===== src/rtl/multicycle_controller.sv =====
// Multicycle RV32 control FSM: fetch/decode/execute/memory/writeback sequencing with bus timeout and illegal-op traps.
// Memory accesses hold mem_req until mem_ready; define RV_UTYPE_EN to add LUI/AUIPC (U_EXEC state).
module multicycle_controller #(
   parameter int TIMEOUT = 16,
   parameter int CNT_W   = 32
) (
   input  logic             clk,
   input  logic             rst,
   input  logic [6:0]       op_code,
   input  logic [2:0]       funct3,
   input  logic             zero,
   input  logic             mem_ready,
   output logic             mem_req,
   output logic             mem_w,
   output logic             adr_src,
   output logic             ir_w,
   output logic             pc_w,
   output logic             reg_w,
   output logic [1:0]       alu_src_a,
   output logic [1:0]       alu_src_b,
   output logic [1:0]       alu_op,
   output logic [2:0]       imm_src,
   output logic [1:0]       result_src,
   output logic             trap,
   output logic [1:0]       trap_cause,
   output logic [CNT_W-1:0] instret
);

   localparam logic [6:0] OP_LOAD  = 7'b0000011;
   localparam logic [6:0] OP_STORE = 7'b0100011;
   localparam logic [6:0] OP_R     = 7'b0110011;
   localparam logic [6:0] OP_I     = 7'b0010011;
   localparam logic [6:0] OP_BR    = 7'b1100011;
   localparam logic [6:0] OP_JAL   = 7'b1101111;
`ifdef RV_UTYPE_EN
   localparam logic [6:0] OP_LUI   = 7'b0110111;
   localparam logic [6:0] OP_AUIPC = 7'b0010111;
`endif

   localparam int WAIT_W = (TIMEOUT > 1) ? $clog2(TIMEOUT) : 1;
   localparam logic [WAIT_W-1:0] WAIT_LAST = (TIMEOUT > 0) ? WAIT_W'(TIMEOUT - 1) : '0;

   localparam logic [1:0] CAUSE_ILLEGAL = 2'b01;
   localparam logic [1:0] CAUSE_BUS     = 2'b10;

   typedef enum logic [3:0] {
      S_BOOT, S_FETCH, S_DECODE, S_MEM_ADR, S_MEM_RD, S_MEM_WB, S_MEM_WR,
      S_EXEC_R, S_EXEC_I, S_ALU_WB, S_BRANCH, S_JAL,
`ifdef RV_UTYPE_EN
      S_U_EXEC,
`endif
      S_TRAP
   } state_t;

   state_t            state;
   state_t            state_nx;
   logic [1:0]        cause_nx;
   logic [WAIT_W-1:0] wait_cnt;
   logic              wait_st;
   logic              timed_out;
   logic              br_ok;
   logic              br_taken;
   logic              fetch_q;
   logic              branch_q;
   logic              jal_q;

   assign wait_st   = (state == S_FETCH) || (state == S_MEM_RD) || (state == S_MEM_WR);
   assign timed_out = (TIMEOUT != 0) && wait_st && !mem_ready && (wait_cnt == WAIT_LAST);

   assign br_ok    = (funct3 == 3'b000) || (funct3 == 3'b001);
   assign br_taken = ((funct3 == 3'b000) && zero) || ((funct3 == 3'b001) && !zero);

   // Strobes that must coincide with a same-cycle input are qualified here; everything else is registered.
   assign ir_w = fetch_q & mem_ready;
   assign pc_w = (fetch_q & mem_ready) | jal_q | (branch_q & br_taken);

   always_comb begin
      state_nx = state;
      cause_nx = trap_cause;
      case (state)
         S_BOOT:    state_nx = S_FETCH;
         S_FETCH:   if (mem_ready) state_nx = S_DECODE;
         S_DECODE: begin
            case (op_code)
               OP_LOAD, OP_STORE: state_nx = S_MEM_ADR;
               OP_R:              state_nx = S_EXEC_R;
               OP_I:              state_nx = S_EXEC_I;
               OP_BR:             state_nx = S_BRANCH;
               OP_JAL:            state_nx = S_JAL;
`ifdef RV_UTYPE_EN
               OP_LUI, OP_AUIPC:  state_nx = S_U_EXEC;
`endif
               default: begin
                  state_nx = S_TRAP;
                  cause_nx = CAUSE_ILLEGAL;
               end
            endcase
         end
         S_MEM_ADR: state_nx = (op_code == OP_STORE) ? S_MEM_WR : S_MEM_RD;
         S_MEM_RD:  if (mem_ready) state_nx = S_MEM_WB;
         S_MEM_WB:  state_nx = S_FETCH;
         S_MEM_WR:  if (mem_ready) state_nx = S_FETCH;
         S_EXEC_R:  state_nx = S_ALU_WB;
         S_EXEC_I:  state_nx = S_ALU_WB;
         S_ALU_WB:  state_nx = S_FETCH;
         S_BRANCH: begin
            if (br_ok) begin
               state_nx = S_FETCH;
            end else begin
               state_nx = S_TRAP;
               cause_nx = CAUSE_ILLEGAL;
            end
         end
         S_JAL:     state_nx = S_ALU_WB;
`ifdef RV_UTYPE_EN
         S_U_EXEC:  state_nx = S_ALU_WB;
`endif
         S_TRAP:    state_nx = S_TRAP;
         default:   state_nx = S_TRAP;
      endcase
      if (timed_out) begin
         state_nx = S_TRAP;
         cause_nx = CAUSE_BUS;
      end
   end

   always_ff @(posedge clk or posedge rst) begin
      if (rst) begin
         state      <= S_BOOT;
         wait_cnt   <= '0;
         instret    <= '0;
         trap       <= 1'b0;
         trap_cause <= 2'b00;
         mem_req    <= 1'b0;
         mem_w      <= 1'b0;
         adr_src    <= 1'b0;
         reg_w      <= 1'b0;
         alu_src_a  <= 2'b00;
         alu_src_b  <= 2'b00;
         alu_op     <= 2'b00;
         imm_src    <= 3'b000;
         result_src <= 2'b00;
         fetch_q    <= 1'b0;
         branch_q   <= 1'b0;
         jal_q      <= 1'b0;
      end else begin
         state      <= state_nx;
         trap_cause <= cause_nx;

         if (state_nx != state)
            wait_cnt <= '0;
         else if (wait_st && !mem_ready)
            wait_cnt <= wait_cnt + 1'b1;

         if ((state_nx == S_FETCH) && (state != S_FETCH) && (state != S_BOOT))
            instret <= instret + CNT_W'(1);

         // Outputs are decoded from the upcoming state so they are valid from the first cycle of it.
         mem_req    <= 1'b0;
         mem_w      <= 1'b0;
         adr_src    <= 1'b0;
         reg_w      <= 1'b0;
         alu_src_a  <= 2'b00;
         alu_src_b  <= 2'b00;
         alu_op     <= 2'b00;
         imm_src    <= 3'b000;
         result_src <= 2'b00;
         fetch_q    <= 1'b0;
         branch_q   <= 1'b0;
         jal_q      <= 1'b0;
         trap       <= 1'b0;
         case (state_nx)
            S_FETCH: begin
               mem_req    <= 1'b1;
               alu_src_b  <= 2'b10;
               result_src <= 2'b10;
               fetch_q    <= 1'b1;
            end
            S_DECODE: begin
               alu_src_a <= 2'b01;
               alu_src_b <= 2'b01;
               imm_src   <= 3'b010;
            end
            S_MEM_ADR: begin
               alu_src_a <= 2'b10;
               alu_src_b <= 2'b01;
               imm_src   <= (op_code == OP_STORE) ? 3'b001 : 3'b000;
            end
            S_MEM_RD: begin
               mem_req <= 1'b1;
               adr_src <= 1'b1;
            end
            S_MEM_WB: begin
               result_src <= 2'b01;
               reg_w      <= 1'b1;
            end
            S_MEM_WR: begin
               mem_req <= 1'b1;
               mem_w   <= 1'b1;
               adr_src <= 1'b1;
            end
            S_EXEC_R: begin
               alu_src_a <= 2'b10;
               alu_op    <= 2'b10;
            end
            S_EXEC_I: begin
               alu_src_a <= 2'b10;
               alu_src_b <= 2'b01;
               alu_op    <= 2'b10;
            end
            S_ALU_WB: reg_w <= 1'b1;
            S_BRANCH: begin
               alu_src_a <= 2'b10;
               alu_op    <= 2'b01;
               branch_q  <= 1'b1;
            end
            S_JAL: begin
               alu_src_a <= 2'b01;
               alu_src_b <= 2'b10;
               jal_q     <= 1'b1;
            end
`ifdef RV_UTYPE_EN
            S_U_EXEC: begin
               alu_src_a <= (op_code == OP_LUI) ? 2'b11 : 2'b01;
               alu_src_b <= 2'b01;
               imm_src   <= 3'b100;
            end
`endif
            S_TRAP:  trap <= 1'b1;
            default: ;
         endcase
      end
   end

endmodule

===== config.mk =====
export PLATFORM = sky130hd
export DESIGN_NAME = multicycle_controller
export DESIGN_NICKNAME = d
export VERILOG_FILES = /design/src/rtl/multicycle_controller.sv
export SDC_FILE = /design/constraint.sdc
export NUM_CORES = 1
export LEC_CHECK = 0
export CORE_MARGIN = 2
export CORE_UTILIZATION = 57
export CTS_BUF_LIST = sky130_fd_sc_hd__clkbuf_4 sky130_fd_sc_hd__clkbuf_8
export DETAILED_ROUTE_END_ITERATION = 16
export GPL_TIMING_DRIVEN = 0
export MAX_ROUTING_LAYER = met4
export PLACE_DENSITY = 0.88
export REMOVE_ABC_BUFFERS = 1
export SETUP_SLACK_MARGIN = 0.02
export SYNTH_ARGS = -nofsm -noshare
export SYNTH_HDL_FRONTEND = slang
export SYNTH_SLANG_ARGS = --single-unit
export TNS_END_PERCENT = 100

===== constraint.sdc =====
create_clock -name clk -period 4.6 [get_ports clk]
set_input_delay 0.92 -clock clk [delete_from_list [all_inputs] [get_ports clk]]
set_output_delay 0.92 -clock clk [all_outputs]
set_load 0.02 [all_outputs]

==> results of run 1 <==
worst max-delay path, delay by kind of cell:
kind	cells	cell delay, ns
compound gates	2	1.19
xor+xnor	1	0.20
buf+inv	1	0.49
simple gates	3	1.15
power groups by stage:
stage	logic, W	clock network [W]	registers, W
after floorplan	0.000503	0	0.000799
after global placement	0.000872	0	0.000739
after detailed placement	0.000896	0	0.000740
after CTS	0.000907	0.000481	0.000732
after global routing	0.000983	0.000505	0.000753
final	0.000906	0.000474	0.000736
cell usage in the layout, fill, tap and decap left out, types with 3 or more instances in the layout:
cell type        Yosys  routed
clkdlybuf4s50_1      0      64
dfrtp_1             58      58
nand2_1             33      33
xor2_1              24      24
nor3_1              20      20
nor2_1              18      18
nand3_1             16      16
nand4_1             15      15
xnor2_1             13      13
clkbuf_8             0      11
nand2b_1             9       9
inv_1                9       8
a21oi_1              7       7
o21ai_0              7       7
nor4_1               6       6
nor4_2               5       5
nor2b_1              4       4
or3_1                4       4
and3_1               4       4
and2_1               4       4
o21a_1               3       3
clkinv_2             0       3
per-stage QoR:
step	setup slack (ns)	utilization (%)	total power [W]	area [um2]	instances
floorplan	1.50	-	0.00130	2960	295
global placement	0.588	71.7	0.00161	3680	429
detailed placement	0.546	72.1	0.00164	3700	430
CTS	0.879	76.0	0.00212	3910	446
global route	0.642	76.0	0.00224	3910	446
finish	0.842	76.0	0.00212	3910	446
cell families after synthesis:
kind of cell | share of synthesized area (%)
other | 0.123
adder cells (fa/ha/maj) | 0.821
AO/OA/AOI/OAI | 7.64
XOR/XNOR | 10.6
flip-flops | 47.6
multiplexers | 0.739
buffers and inverters | 4.23
AND/OR/NAND/NOR | 28.2
area by class of cell:
type / instances / share of cell area (%)
multi-input combinational: 227 / 37.5
sequential: 58 / 37.1
timing repair buffer: 65 / 16.9
clock buffer: 11 / 3.87
tap: 70 / 2.24
clock inverter: 5 / 1.34
inverter: 10 / 0.961
path summary, 6_finish.rpt:
| kind | endpoint | depth (start not counted) |
|---|---|---|
| max in group asynchronous | imm_src[1] | 3 |
| max reg2reg | instret[16] | 5 |
| max | instret[16] | 7 |
| min in group asynchronous | trap | 2 |
| min reg2reg | instret[31] | 1 |
| min | instret[31] | 1 |
registers in the layout, indices dropped and copies added (netlist names):
signal and count:
alu_src_b 2, imm_src 2, result_src 2, state 4
trap 1, reg_w 1, trap_cause 2, alu_op 2
alu_src_a 2, mem_w 1, adr_src 1, jal_q 1
wait_cnt 4, instret 32, mem_req 1
per-layer routing:
layer,GRT usage [%],up-vias
met3,6.24,7
li1,-,1219
met4,9.46,0
met2,45.1,104
met5,-,-
met1,30.9,1287
==> results.toml, run 1 <==
[setup_path]
rr_startpoint = "state[3]"
cp_max_fo = 23
critPathRequiredTime_ns = 4.80
crit_start = "funct3[2]"
worst_setup_path_start_kind = "input port"
cp_cell_sequence = "clkdlybuf4s50_1 > or4b_1 > a21oi_1 > o32ai_1 > or3_1 > nor3_1 > xor2_1"
crit_arrival_ns = 3.96
crit_slowest_cell = "o32ai_1"
end_kind = "flop"
slowest_delay_ns = 1.12
r2r_setup_slack_ns = 1.12
crit_type = "input port to flop"

[grt]
antenna_found_initial = 0
grt_pass1_vias = 2569
grt_usage_pct = 26.5
grt_max_degree = 36
grt_pass1_wl_mm = 12.1
overflow = 0

[power_and_ir_drop]
pwr-share-clk_pct = 22.4
peakVddDrop_mv = 0.614
power.density_nw_per_um2 = 541
cellLeakagePower_nw = 1.69
swShare_pct = 42.4
p_switching_w = 0.000896
combPwrFrac_pct = 42.8
p_seq_share_pct = 34.8
p_int_w = 0.00122

[synthesis]
async_reset_ff_share_pct = 100
synth_seq_cells = 58
yosysTopAreaCell = "dfrtp_1"
yosysMostFrequentCell = "dfrtp_1"
yosys.area.top_type_share_pct = 47.6
synth_commonest_cells = "dfrtp_1 (58), nand2_1 (33), xor2_1 (24)"
ys_types = 54
syn_area_per_cell_um2 = 9.80
netlist_area_um2 = 3050
syn_inst = 311
synth_edf_count = 0
synthFlopType = "dfrtp_1"
synth_warnings = 0
synthTopCellsByArea = "dfrtp_1 (48%), xor2_1 (6.9%), nand2_1 (4.1%), xnor2_1 (3.7%), nor3_1 (3.3%)"
seq_area_frac_synth_pct = 47.6

[drt]
detail-route-antenna-nets = 0
drtPass1Iterations = 5
drc = 0
routed_wl_mm = 7.17
viasPerCell = 5.87
vias = 2617
drtIter0Drc = 271
dr_wl_met3_um = 444
highest_layer = "met4"
wl_per_cell_um = 16.1
met2_length_mm = 3.80
wl_met1_mm = 2.86

[floorplan]
dieArea_um2 = 5950
fp.dieW_um = 77.1
start_util_pct = 59.3
io_pins = 66
rows = 26
die_h_um = 77.1
core_um2 = 5140

[cells_and_area]
multi_input_area_um2 = 1470
final_layout_size_suffix_gt1_share_pct = 7.45
synthToLayoutAreaGrowth_pct = 28.3
register_area_um2 = 1450
final_nets = 387
fillers = 356
diodes = 0

[clock_tree]
cts_resized = 0
clock_latency_ns = 0.33
clkTransAtPathRegs_ns = 0.06
post_cts_buffers = 0
cts_max_path_buffers = 2
cts_inserted_buffers = 9
cts-hold-fix-buffers = 0
cts.htree.levels = 3
clock_sinks = 58
cts_tree = "done"
cts_root_buffer = "clkbuf_8"

[timing]
skew_ns = 0.00474
finalSetupTns_ns = 0
final.period_utilization_pct = 81.7
period_needed_ns = 3.76
fmax_ghz = 0.266
worst_pin_slew_ns = 1.31
rsz0062_at_grt = "false"
timing.hold.ws_ns = 0.481
hold_viol = 0
setup_viol = 0
relSlewSlack_pct = 12.1
drv_slew = 0

[worst_hold_path]
hold_path.class = "flop to flop"
hp-start = "instret[31]"

[placed_design]
gp_congestion = 0.861
io_buffer_count = 64
dp_hpwl_mm = 4.96

[outcome]
status = "completed"

[run]
maxCapViolCount = 0
No activity file was read; power rests on OpenSTA's default activity.
==> inputs of run 2 (changes only) <==
- CORE_UTILIZATION: 57 -> 47
- PLACE_DENSITY: 0.88 -> 0.78
- clock period: 4.6 -> 3.3 ns (I/O delays scaled with it)
==> run 2 against run 1 <==
Compared with the run above: global-route usage decreased by 4.5 points; worst setup slack got worse by 0.59 ns; via count decreased by 3.3%; critical endpoint is now pc_w; highest routed layer unchanged; sequential cell count unchanged.
==> results.toml, run 2 (synthesis gave the netlist of run 1 again) <==
[setup_path]
crit_slowest_cell = "clkdlybuf4s50_1"
slowest_delay_ns = 0.60
end_kind = "output port"
crit_top_cell = "clkdlybuf4s50_1"
r2r-end = "instret[11]"
rr_startpoint = "state[1]"
cp_max_fo = 10
crit_arrival_ns = 2.39
cp_cell_sequence = "clkdlybuf4s50_1 > and2_1 > a311o_1 > clkdlybuf4s50_1"
r2r_setup_slack_ns = 0.48
reg2reg_depth = 6
worst_setup_path_start_kind = "input port"
critPathRequiredTime_ns = 2.64
crit_type = "input port to output port"

[timing]
setup_viol = 0
worst_slack_ns = 0.250
rsz0062_at_grt = "false"
skew_ns = 0.0102
final.period_utilization_pct = 92.4
worst_pin_slew_ns = 0.763
fmax_ghz = 0.328
hold_viol = 0
period_needed_ns = 3.05
relSlewSlack_pct = 48.9
drv_slew = 0
timing.hold.ws_ns = 0.474

[placed_design]
dp_slack_ns = -0.541
gp_congestion = 0.817
placed_cell_area_um2 = 3710
io_buffer_count = 64
dp_hpwl_mm = 4.90

[outcome]
status = "completed"

[grt]
grt_pass1_wl_mm = 12.1
overflow = 0
grt_pass1_vias = 2532
antenna_found_initial = 0
grt_usage_pct = 22.0
grt_max_degree = 38

[power_and_ir_drop]
peakVddDrop_mv = 0.490
combPwrFrac_pct = 41.7
p_switching_w = 0.00125
pwr-share-clk_pct = 24.8
p_int_w = 0.00182
p_seq_share_pct = 33.6
swShare_pct = 40.8
power.density_nw_per_um2 = 774
cellLeakagePower_nw = 1.71

[cells_and_area]
synthToLayoutAreaGrowth_pct = 30.1
layout_common_cells = "clkdlybuf4s50_1 (64), dfrtp_1 (58), nand2_1 (33)"
final_layout_size_suffix_gt1_share_pct = 7.98
multi_input_area_um2 = 1480
largest_register_ff_count = 32
top_register = "instret"
largestRegisters = "instret x32, state x4, wait_cnt x4"
utilization_pct = 62.8
register_area_um2 = 1450
final_common_cell = "clkdlybuf4s50_1"
design_area_um2 = 3960
diodes = 0
fillers = 543
final_nets = 387

[floorplan]
fp.dieW_um = 84.5
io_pins = 66
start_util_pct = 48.3
rows = 29
die_h_um = 84.5
core_um2 = 6310
dieArea_um2 = 7140

[drt]
vias = 2531
drc = 0
routed_wl_mm = 6.93
detail-route-antenna-nets = 0
viasPerCell = 5.59
drtIter0Drc = 161
wl_per_cell_um = 15.3
drtPass1Iterations = 4

[worst_hold_path]
hold_path.class = "flop to flop"
hold_path_depth = 1
hold_end = "instret[31]"
hp-start = "instret[31]"

[clock_tree]
cts_tree = "done"
cts_root_buffer = "clkbuf_8"
clock_sinks = 58
cts_inserted_buffers = 9
clkTransAtPathRegs_ns = 0.07
cts.htree.levels = 3
cts-hold-fix-buffers = 0
clock_latency_ns = 0.33
cts_max_path_buffers = 2

[run]
maxCapViolCount = 0
[run 2: changes by cell type in the layout (fill, tap and decap cells not counted)]
cell,before,now
or3_4,0,1
o32ai_2,0,1
clkinv_2,3,1
clkbuf_8,11,12
bufinv_16,1,2
o32ai_1,1,0
or3_1,4,3
[run 2: cell type report]
type                            instances  area share, %
Multi-Input combinational cell        227           37.3
Sequential cell                        58           36.6
Timing Repair Buffer                   65           16.7
Clock buffer                           12           4.17
Tap cell                               77           2.43
Clock inverter                          4           1.83
Inverter                               10          0.947
[run 2: metal layers]
layer	GRT usage [%]	vias to the layer above	routed length, um
met5	-	-	0
met4	6.20	0	81
met3	5.90	8	329
met2	35.8	79	3570
met1	27.2	1233	2950
li1	-	1211	-
[run 2: how the worst max path moves through the flow]
stage,start,end,slack (ns),depth (start not counted)
3_3_place_gp,funct3[2],instret[31],-0.46,7
3_5_place_dp,funct3[1],instret[16],-0.54,7
4_1_cts,funct3[2],instret[11],0.05,7
5_1_grt,mem_ready,pc_w,0.18,4
2_1_floorplan,funct3[2],instret[11],0.46,6
6_report,mem_ready,pc_w,0.25,4
[run 2: power by group through the flow]
stage | Sequential (W) | Clock, W | Combinational, W
after floorplan | 0.00111 | 0 | 0.000701
after global placement | 0.00103 | 0 | 0.00122
after detailed placement | 0.00104 | 0 | 0.00125
after CTS | 0.00103 | 0.000773 | 0.00128
after global routing | 0.00105 | 0.000812 | 0.00141
final | 0.00103 | 0.000759 | 0.00128
[run 2: repair_timing]
action / 4_1_cts / 5_1_grt
resized for setup: 1 / 2
endpoints found under the setup margin: 22 / 22
setup buffers: 0 / 0
[run 2: metrics by stage]
stage                     total power, W  TNS (ns)  instances
after floorplan                  0.00181         0        295
after global placement           0.00225     -9.90        436
after detailed placement         0.00229    -11.18        437
after CTS                        0.00307         0        453
after global routing             0.00327         0        453
final                            0.00307         0        453
[run 2: critical path, delay by kind of cell]
kind	cells	cell delay, ns
AOI/OAI and AO/OA	1	0.31
and+or+nand+nor	1	0.27
buffers and inverters	2	1.15
